<file path="src/rtl/lock_controller_fsm.sv">
// -----------------------------------------------------------------------------
// lock_controller_fsm
// Sequential controller for the combination lock. Collects keypad digits,
// compares a completed entry with the stored code and counts consecutive
// failed attempts. It drives the one-hot status flags (new / open / alarm) for
// the 7-segment status display, which shows '-' when all flags are low.
//
// Parameters
//   CODE_DIGITS   digits per code (entry and code registers are 4*CODE_DIGITS bits)
//   MAX_ATTEMPTS  consecutive failed entries that trigger ALARM (>=1)
//   DEFAULT_CODE  code loaded by reset, BCD, first-entered digit in the MSB nibble
//   ALARM_CYCLES  clocks spent in ALARM before returning to LOCKED, 0 = until reset
//
// Ports
//   clk          in   system clock, rising edge
//   reset        in   synchronous, active-high
//   digit_in     in   BCD digit, sampled when digit_valid=1
//   digit_valid  in   one-cycle strobe: new key press
//   enter        in   one-cycle strobe: submit the entry buffer
//   set_new      in   one-cycle strobe: program a new code (OPEN only)
//   lock_cmd     in   one-cycle strobe: relock
//   new_flag     out  high in NEW_CODE ("new" is a reserved word in SystemVerilog)
//   open         out  high in OPEN
//   alarm        out  high in ALARM
//   fails        out  consecutive failure count, saturating at MAX_ATTEMPTS
//
// Strobe priority within one cycle: lock_cmd > set_new > enter > digit_valid.
// A higher-priority strobe consumes the cycle even in a state where it has no
// effect, so lower-priority strobes arriving with it are dropped.
// -----------------------------------------------------------------------------
module lock_controller_fsm #(
    parameter int                      CODE_DIGITS  = 4,
    parameter int                      MAX_ATTEMPTS = 3,
    parameter logic [4*CODE_DIGITS-1:0] DEFAULT_CODE = 16'h1234,
    parameter int                      ALARM_CYCLES = 0
) (
    input  logic                                clk,
    input  logic                                reset,
    input  logic [3:0]                          digit_in,
    input  logic                                digit_valid,
    input  logic                                enter,
    input  logic                                set_new,
    input  logic                                lock_cmd,
    output logic                                new_flag,
    output logic                                open,
    output logic                                alarm,
    output logic [$clog2(MAX_ATTEMPTS+1)-1:0]   fails
);

    localparam int BUF_W = 4 * CODE_DIGITS;
    localparam int CNT_W = $clog2(CODE_DIGITS + 1);
    localparam int FW    = $clog2(MAX_ATTEMPTS + 1);
    localparam int TW    = (ALARM_CYCLES > 1) ? $clog2(ALARM_CYCLES + 1) : 1;

    // Timer counts down to zero; the exit happens on the edge where it reads
    // zero, giving exactly ALARM_CYCLES clocks with alarm high.
    localparam logic [TW-1:0] TIMER_LOAD = (ALARM_CYCLES > 0) ? TW'(ALARM_CYCLES - 1) : '0;

    typedef enum logic [1:0] {
        ST_LOCKED   = 2'd0,
        ST_OPEN     = 2'd1,
        ST_NEW_CODE = 2'd2,
        ST_ALARM    = 2'd3
    } state_t;

    state_t             state_r;
    logic [BUF_W-1:0]   code_r;
    logic [BUF_W-1:0]   buffer_r;
    logic [CNT_W-1:0]   count_r;
    logic [TW-1:0]      timer_r;

    logic               digit_ok_s;
    logic               full_s;
    logic [BUF_W-1:0]   shifted_s;

    // Digit acceptance: valid BCD digit with room left in the buffer.
    assign digit_ok_s = digit_valid && (digit_in <= 4'd9) && (count_r < CNT_W'(CODE_DIGITS));
    assign full_s     = (count_r == CNT_W'(CODE_DIGITS));
    assign shifted_s  = (buffer_r << 3'd4) | BUF_W'(digit_in);

    // Lock state machine with registered status flags and failure counter.
    always_ff @(posedge clk) begin
        if (reset) begin
            state_r  <= ST_LOCKED;
            code_r   <= DEFAULT_CODE;
            buffer_r <= '0;
            count_r  <= '0;
            timer_r  <= '0;
            fails    <= '0;
            new_flag <= 1'b0;
            open     <= 1'b0;
            alarm    <= 1'b0;
        end else begin
            case (state_r)
                ST_LOCKED: begin
                    if (!lock_cmd && !set_new) begin
                        if (enter) begin
                            buffer_r <= '0;
                            count_r  <= '0;
                            if (full_s && (buffer_r == code_r)) begin
                                state_r <= ST_OPEN;
                                fails   <= '0;
                                open    <= 1'b1;
                            end else if (fails >= FW'(MAX_ATTEMPTS - 1)) begin
                                state_r <= ST_ALARM;
                                fails   <= FW'(MAX_ATTEMPTS);
                                timer_r <= TIMER_LOAD;
                                alarm   <= 1'b1;
                            end else begin
                                fails <= fails + FW'(1);
                            end
                        end else if (digit_ok_s) begin
                            buffer_r <= shifted_s;
                            count_r  <= count_r + CNT_W'(1);
                        end
                    end
                end
                ST_OPEN: begin
                    if (lock_cmd) begin
                        state_r  <= ST_LOCKED;
                        buffer_r <= '0;
                        count_r  <= '0;
                        open     <= 1'b0;
                    end else if (set_new) begin
                        state_r  <= ST_NEW_CODE;
                        buffer_r <= '0;
                        count_r  <= '0;
                        open     <= 1'b0;
                        new_flag <= 1'b1;
                    end
                end
                ST_NEW_CODE: begin
                    if (lock_cmd) begin
                        state_r  <= ST_LOCKED;
                        buffer_r <= '0;
                        count_r  <= '0;
                        new_flag <= 1'b0;
                    end else if (!set_new) begin
                        if (enter) begin
                            buffer_r <= '0;
                            count_r  <= '0;
                            if (full_s) begin
                                code_r   <= buffer_r;
                                state_r  <= ST_OPEN;
                                new_flag <= 1'b0;
                                open     <= 1'b1;
                            end
                        end else if (digit_ok_s) begin
                            buffer_r <= shifted_s;
                            count_r  <= count_r + CNT_W'(1);
                        end
                    end
                end
                ST_ALARM: begin
                    // With ALARM_CYCLES == 0 only reset leaves this state.
                    if (ALARM_CYCLES > 0) begin
                        if (timer_r == '0) begin
                            state_r <= ST_LOCKED;
                            fails   <= '0;
                            alarm   <= 1'b0;
                        end else begin
                            timer_r <= timer_r - TW'(1);
                        end
                    end
                end
                default: begin
                    state_r  <= ST_LOCKED;
                    buffer_r <= '0;
                    count_r  <= '0;
                    new_flag <= 1'b0;
                    open     <= 1'b0;
                    alarm    <= 1'b0;
                end
            endcase
        end
    end

endmodule

</file>
<file path="config.mk">
export PLATFORM = sky130hd
export DESIGN_NAME = lock_controller_fsm
export DESIGN_NICKNAME = d
export VERILOG_FILES = /design/src/rtl/lock_controller_fsm.sv
export SDC_FILE = /design/constraint.sdc
export NUM_CORES = 1
export LEC_CHECK = 0
export CAP_MARGIN = 5
export CORE_ASPECT_RATIO = 0.9
export CORE_UTILIZATION = 45
export DETAILED_ROUTE_END_ITERATION = 6
export DONT_BUFFER_PORTS = 1
export GPL_ROUTABILITY_DRIVEN = 0
export PLACE_DENSITY = 0.62
export SLEW_MARGIN = 20
export SYNTH_ARGS = -nofsm -noshare
export SYNTH_HDL_FRONTEND = slang
export SYNTH_SLANG_ARGS = --single-unit
</file>
<file path="constraint.sdc">
create_clock -name clk -period 5 [get_ports clk]
set_input_delay 0.75 -clock clk [delete_from_list [all_inputs] [get_ports clk]]
set_output_delay 0.75 -clock clk [all_outputs]
set_load 0.01 [all_outputs]
</file>
Yosys cells after proc, flatten, opt, wreduce, memory -nomap -nowiden

Index checks and enable logic that the tools add are counted.

Word-level logic and storage cells: 97
Output and inout port bits: 5
Flip-flop bits (word level): 42

Reductions and logical operators: 16
Equality and inequality tests: 18
$lt $le $gt $ge: 3
Add/subtract/negate cells: 2
Bitwise operators: 4
Multiplexer cells: 46

Operators with widths:

| kind                  | number |
|---|---|
| $mux W16              | 7 |
| $pmux W16 S3          | 1 |
| $mux W2               | 12 |
| $mux W3               | 7 |
| $ne A2 B2 Y1 const B  | 9 |
| $eq A16 B16 Y1        | 1 |
| $or A16 B4 Y16        | 1 |
| $mux W1               | 15 |
| $ne A3 B3 Y1 const B  | 5 |
| $reduce_and A5 Y1     | 2 |
| $pmux W3 S3           | 1 |
| $reduce_and A9 Y1     | 1 |
| $reduce_and A8 Y1     | 1 |
| $pmux W2 S3           | 1 |
| $reduce_and A6 Y1     | 1 |
| $le A4 B4 Y1 const B  | 1 |
| $logic_and A1 B1 Y1   | 4 |
| $reduce_and A4 Y1     | 1 |
| $add A3 B1 Y3 const B | 1 |
| $eq A3 B3 Y1 const B  | 1 |
| $lt A3 B3 Y1 const B  | 1 |
| $not A1 Y1            | 3 |
| $pmux W1 S3           | 1 |
| $reduce_and A3 Y1     | 1 |
| 9 further kinds       | 10 |

Depth between registers and ports, before layout

Gate-level depths: netlist of the first run.

Word-level depth: 8
Gate-level depth with buffers: 9

Worst setup path after synthesis of the first run

No wires, ideal clock.

Kind: input to register
Start: in lock_cmd
End: reg code_r[11]
Slack: 3.095 ns
Path buffers: 1
Stages: 7
Arrival time: 1.772 ns
Cells stage by stage: nor2_4 nand2_4 nor2_1 nand2_1 clkbuf_1 nand2_1 a21oi_1

Longest elaborated chain between the ends: 2

RTL lines:

| what                               | RTL line | text |
|---|---|---|
| start: declaration                 | 43       | `input logic lock_cmd,` |
| $not A1 Y1 (no source line)        | n/a      |  |
| $reduce_and A5 Y1 (no source line) | n/a      |  |
| end signal: assignment             | 143      | `code_r <= buffer_r;` |
| end: declaration                   | 67       | `logic [BUF_W-1:0] code_r;` |

Every way passes these cells.
A chain may end at the register's enable or synchronous reset.

Worst setup path after layout of the first run

Start: reg count_r[0]
End: reg code_r[9]

Longest elaborated chain between the ends: 2

RTL lines:

| what                               | RTL line | text |
|---|---|---|
| start: declaration                 | 69       | `logic [CNT_W-1:0] count_r;` |
| start signal: assignment           | 114      | `count_r <= count_r + CNT_W'(1);` |
| start signal: assignment           | 150      | `count_r <= count_r + CNT_W'(1);` |
| $eq A3 B3 Y1                       | 78       | `assign full_s = (count_r == CNT_W'(CODE_DIGITS));` |
| $reduce_and A5 Y1 (no source line) | n/a      |  |

Every way passes these cells.

==> run_results.csv, run 1 <==
group,metric,value,unit
clock_network,root_buffer,"clkbuf_8",
worst_hold_path,worst_hold_path.num_cells,2,
timing,max_freq,374,MHz
timing,drv_slew,0,
worst_setup_path,critPathRequiredTime,5.18,ns
clock_network,cts_sinks,42,
clock_network,cts_tree,"done",
timing,fin_crit_sh,53.4,%
power_and_ir_drop,p_leak,0.694,nW
worst_hold_path,hold_start,"code_r[8]",
timing,slew_headroom,30.2,%
floorplan,die_w,72.0,um
job,drv_cap,0,
global_route,grt_pass1_wl,6530,um
clock_network,post_cts_buffers,0,
logic_synthesis,synthCells,218,
worst_setup_path,path_max_fanout,17,
floorplan,die_y,65.0,um
clock_network,cts_inserted_buffers,5,
drt,wire_per_inst,14.2,um
logic_synthesis,synthMuxAreaShare,8.56,%
clock_network,cts_buffer_depth,2,
drt,vias,1464,
drt,first_pass_iters,4,
floorplan,ios,15,
timing,setup_violations,0,
global_route,track_usage,18.4,%
finish,diodes,0,
worst_setup_path,crit_path_frequent_cell,"nand2_1",
worst_setup_path,max_stage_delay,0.81,ns
logic_synthesis,syn-num-nets,234,
clock_network,clkLatencyLatePin,0.29,ns
worst_setup_path,path_cells,"inv_1 -> ha_1 -> nand2_1 -> nor2_1 -> nand2_1 -> a211o_1",
timing,tns,0,ns
timing,min_period,2.67,ns
worst_setup_path,reg2reg_from,"count_r[0]",
drt,postRouteAntennaNets,0,
drt,wirelength,3950,um
outcome,status,"completed",
worst_hold_path,hold_class,"flop to flop",
global_route,grt_pass1_vias,1332,
logic_synthesis,post_synth_num_cell_types,35,
place,place_area,2020,um^2
global_route,grt_overflow,0,
worst_setup_path,r2r_cells,6,
finish,multiInputGateArea,1080,um^2
logic_synthesis,synth_fa_ha_area_share,3.78,%
global_route,antenna_found_initial,0,
finish,fill_cells,407,
floorplan,start_util,47.8,%
worst_setup_path,worstReg2RegEnd,"code_r[9]",
worst_setup_path,rrSetupSlack,2.33,ns
clock_network,cts-resized-gates,0,
floorplan,core,4160,um^2
worst_setup_path,startpoint_type,"flop",
logic_synthesis,synth-simple-area-share,20.5,%
drt,drt-vias-per-instance,5.27,
place,dp_slack,2.06,ns
clock_network,htreeDepth,2,
power_and_ir_drop,ir_drop,0.000195,V
global_route,grt_max_degree,26,
logic_synthesis,syn_avg_cell_area,9.11,um^2
drt,detail_route.drc_violations,0,
timing,skew,0.00456,ns
logic_synthesis,synth_top_family_by_area,"simple AND/OR/NAND/NOR gates",
timing,rsz0062_at_grt,"no",
worst_setup_path,critPathKind,"flop to flop",
power_and_ir_drop,p_total,578,uW
worst_setup_path,end_kind,"flop",
finish,final_area,2110,um^2
finish,nets,233,
floorplan,row_count,22,
worst_setup_path,worst_ep_arrival_time,2.86,ns
finish,layout-drive-gt1-share,7.34,%
place,portBuffers,0,
clock_network,clk_pin_slew,0.08,ns
drt,first_iter_violations,115,
floorplan,die_area,4690,um^2
logic_synthesis,synth-xor-area-share,7.49,%
timing,worst_slew_pin_slew,1.04,ns
timing,setup_slack,2.33,ns
finish,regArea,841,um^2
logic_synthesis,yosysWarnings,0,
logic_synthesis,seq_area_frac_synth,42.3,%
power_and_ir_drop,p_per_area,274,nW/um^2
logic_synthesis,synth_compound_area_share,14.0,%
finish,area_delta_synth_final,6.30,%
logic_synthesis,netlist_area,1990,um^2
clock_network,postCtsHoldBufs,0,
logic_synthesis,synth-seq-cells,42,
timing,hold_violations,0,
place,hpwl,2650,um
worst_setup_path,critical_path.slowest_cell,"nor2_1",
worst_hold_path,hold_path_end,"code_r[8]",
cells by family (layout without fill, tap and decap cells):
| kind of cell | count (synthesis) | in the layout |
|---|---|---|
| adder cells (fa/ha/maj) | 6 | 6 |
| XOR/XNOR | 17 | 17 |
| flip-flops | 42 | 42 |
| buffers and inverters | 15 | 15 |
| multiplexers | 17 | 17 |
| AO/OA/AOI/OAI | 41 | 41 |
| AND/OR/NAND/NOR | 80 | 80 |
registers in the layout, summed over array words and instances, names as in the netlist:
signal,count
alarm,1
buffer_r,16
code_r,16
count_r,3
fails,2
new_flag,1
open,1
state_r,2
cells in the final DEF (no fill, tap or decap), types with 5 or more instances in the layout:
master    count
a211o_1       5
a21oi_1      20
and3_1        6
clkbuf_8      5
dfxtp_1      42
ha_1          6
inv_1         7
mux2i_1      17
nand2_1      20
nand3_1      14
nor2_1       23
o21ai_0       5
xnor2_1      16
how the worst max path moves through the flow:
stage	slack (ns)	from	to
floorplan	3.10	lock_cmd	code_r[11]
global route	2.11	count_r[0]	code_r[9]
finish	2.33	count_r[0]	code_r[9]
global placement	2.07	lock_cmd	code_r[5]
detailed placement	2.06	lock_cmd	code_r[9]
CTS	2.35	count_r[0]	code_r[9]
where the power goes:
group	total [mW]	switching, mW	leakage, nW	internal [mW]
sequential	0.338	0.00238	0.339	0.336
combinational	0.0233	0.0144	0.311	0.00887
clock	0.216	0.118	0.0441	0.0981
critical path: cells and delay by family, from the launching register on:
family / cells / cell delay, ns
and+or+nand+nor: 3 / 1.54
AOI/OAI and AO/OA: 1 / 0.43
DFF: 1 / 0.34
adders and majority gates: 1 / 0.19
buffers and inverters: 1 / 0.06
cells in the mapped netlist (all sizes together):
cell type / n / area [um^2]
nand2: 21 / 86.3
a31oi: 2 / 12.5
xor2: 1 / 8.76
nand3: 14 / 70.1
a21oi: 20 / 100
or3: 1 / 6.26
nand4b: 1 / 8.76
mux2i: 17 / 170
a22oi: 1 / 7.51
nor3: 3 / 15.0
inv: 7 / 26.3
o21a: 2 / 15.0
nor4: 1 / 12.5
clkbuf: 5 / 18.8
nand2b: 3 / 18.8
o21bai: 2 / 22.5
ha: 6 / 75.1
a311oi: 1 / 8.76
a41oi: 1 / 8.76
nand4: 3 / 18.8
a211o: 5 / 43.8
nor2: 25 / 118
buf: 3 / 21.3
o21ai: 6 / 33.8
xnor2: 16 / 140
nor3b: 1 / 7.51
nand3b: 1 / 7.51
dfxtp: 42 / 841
and3: 6 / 37.5
a221oi: 1 / 26.3
per-stage QoR:
step | hold slack, ns | utilization, % | cells
after floorplan | 0.448 | - | 218
after global placement | 0.451 | 48.6 | 270
after detailed placement | 0.455 | 48.6 | 270
after CTS | 0.466 | 50.8 | 278
after global routing | 0.496 | 50.8 | 278
final | 0.464 | 50.8 | 278
cell type report:
type	instances	area share, %
clock buffer	5	3.26
inverter	7	1.24
tap	60	3.55
clock inverter	3	1.01
multi-input combinational	161	51.1
sequential	42	39.8
routing by layer:
| layer | global-route usage, % | part of all wire (%) |
|---|---|---|
| met3 | 4.82 | 3.8 |
| met2 | 23.6 | 41 |
| met1 | 28.8 | 54 |
| met5 | 0 | 0 |
| met4 | 5.88 | 0.63 |
(Power assumes the default switching activity.)
==> run 2, diff against run 1 <==
==> constraint.sdc (replaced) <==
create_clock -name clk -period 2.6 [get_ports clk]
set_input_delay 0.39 -clock clk [delete_from_list [all_inputs] [get_ports clk]]
set_output_delay 0.39 -clock clk [all_outputs]
set_load 0.01 [all_outputs]
==> run 2 against run 1 <==
  * Flip-flop and latch count stayed put
  * Hold slack worse by 0.30 ns
  * Combinational power is 95% higher
  * Worst setup slack got worse by 1.7 ns
  * Routed wire length up 2.5%
  * Register-to-register slack worse by 1.7 ns
==> run_results.csv, run 2 (synthesis gave the netlist of run 1 again) <==
group,metric,value,unit
finish,final_cell_mix,"42 x dfxtp_1, 23 x nor2_1, 20 x a21oi_1, 20 x nand2_1, 17 x mux2i_1",
drt,vias,1489,
timing,slew_headroom,60.7,%
worst_hold_path,hold_class,"input port to flop",
finish,nets,237,
global_route,grt_pass1_wl,6950,um
finish,layout_commonest_cell,"dfxtp_1",
finish,layout-drive-gt1-share,8.56,%
drt,first_iter_violations,147,
clock_network,cts_inserted_buffers,5,
timing,fin_crit_sh,77.3,%
clock_network,htreeDepth,2,
power_and_ir_drop,pwr-share-comb,4.0,%
floorplan,core,4160,um^2
place,place_area,2050,um^2
timing,min_period,2.01,ns
clock_network,post_cts_buffers,0,
power_and_ir_drop,p_total,1.12,mW
power_and_ir_drop,clkPwrFrac,38.1,%
finish,diodes,0,
drt,detail_route.drc_violations,0,
clock_network,clkLatencyLatePin,0.29,ns
clock_network,clk_pin_slew,0.08,ns
outcome,status,"completed",
worst_setup_path,worst_ep_arrival_time,2.19,ns
timing,hold_slack,0.162,ns
power_and_ir_drop,p_switching,245,uW
global_route,grt_max_degree,25,
drt,drt-vias-per-instance,5.28,
job,drv_cap,0,
power_and_ir_drop,p_leak,0.719,nW
clock_network,cts_buffer_depth,2,
timing,hold_violations,0,
drt,postRouteAntennaNets,0,
clock_network,cts_sinks,42,
drt,wirelength,4050,um
power_and_ir_drop,p_per_area,524,nW/um^2
power_and_ir_drop,p_int,879,uW
place,hpwl,2680,um
floorplan,die_w,72.0,um
timing,drv_slew,0,
worst_setup_path,end_kind,"flop",
finish,multiInputGateArea,1080,um^2
finish,area_delta_synth_final,7.87,%
drt,wire_per_inst,14.4,um
global_route,grt_pass1_vias,1401,
floorplan,ios,15,
timing,setup_violations,0,
floorplan,die_area,4690,um^2
drt,first_pass_iters,4,
floorplan,row_count,22,
floorplan,die_y,65.0,um
place,portBuffers,0,
worst_setup_path,startpoint_type,"flop",
finish,largestRegisters,"buffer_r (16), code_r (16), count_r (3)",
global_route,grt_overflow,0,
timing,tns,0,ns
clock_network,postCtsHoldBufs,0,
timing,skew,0.00579,ns
floorplan,start_util,47.8,%
worst_setup_path,path_max_fanout,10,
timing,max_freq,498,MHz
power_and_ir_drop,sw_frac_of_total,21.8,%
clock_network,cts-resized-gates,0,
power_and_ir_drop,ir_drop,0.000363,V
clock_network,cts_tree,"done",
worst_setup_path,critPathKind,"flop to flop",
finish,fill_cells,398,
clock_network,root_buffer,"clkbuf_8",
global_route,track_usage,19.3,%
power_and_ir_drop,p_seq_share,57.9,%
timing,rsz0062_at_grt,"no",
worst_setup_path,critPathRequiredTime,2.78,ns
timing,worst_slew_pin_slew,0.588,ns
finish,regArea,841,um^2
global_route,antenna_found_initial,0,
finish,final_area,2140,um^2
run 2: routing by layer:
metal,share of wire [%],up-vias,global-route usage (%),wire (um)
met4,1.4,0,5.64,57
met2,41,21,27.2,1640
met5,0,-,0,0
met1,55,693,28.6,2220
li1,-,766,-,-
met3,3.1,9,4.98,127
run 2: path summary, 6_finish.rpt:
| kind | from | endpoint | slack (ns) | cells after the start |
|---|---|---|---|---|
| worst max-delay path | state_r[1] | buffer_r[4] | 0.59 | 7 |
| worst min register to register | code_r[0] | code_r[0] | 0.46 | 2 |
| worst max register to register | state_r[1] | buffer_r[4] | 0.59 | 7 |
| worst min-delay path | reset | fails[0] | 0.16 | 1 |
run 2: cell type report:
cell class | instances | share of cell area [%]
clock buffer | 7 | 4.03
clock inverter | 1 | 0.234
inverter | 7 | 1.23
multi-input combinational | 161 | 50.4
sequential | 42 | 39.2
tap | 60 | 3.50
timing repair buffer | 4 | 1.40
run 2: power by group through the flow:
stage,sequential (mW),clock [mW],combinational (mW)
2_1_floorplan,0.665,0,0.0418
3_3_place_gp,0.666,0,0.0452
3_5_place_dp,0.666,0,0.0454
4_1_cts,0.651,0.442,0.0461
5_1_grt,0.651,0.467,0.0504
6_report,0.651,0.428,0.0454
run 2: critical path, stage by stage, from the launching register on:
cell,delay (ns)
dfxtp_1,0.37
inv_1,0.10
ha_1,0.29
nor3_1,0.26
o21bai_2,0.17
o21bai_2,0.40
buf_4,0.26
nor2_1,0.06
run 2: through the flow:
step                      utilization (%)  instances  setup WS (ns)
after floorplan                         -        218          0.763
after global placement               49.4        274          0.601
after detailed placement             49.4        274          0.589
after CTS                            51.6        282          0.564
after global routing                 51.6        282          0.424
final                                51.6        282          0.590
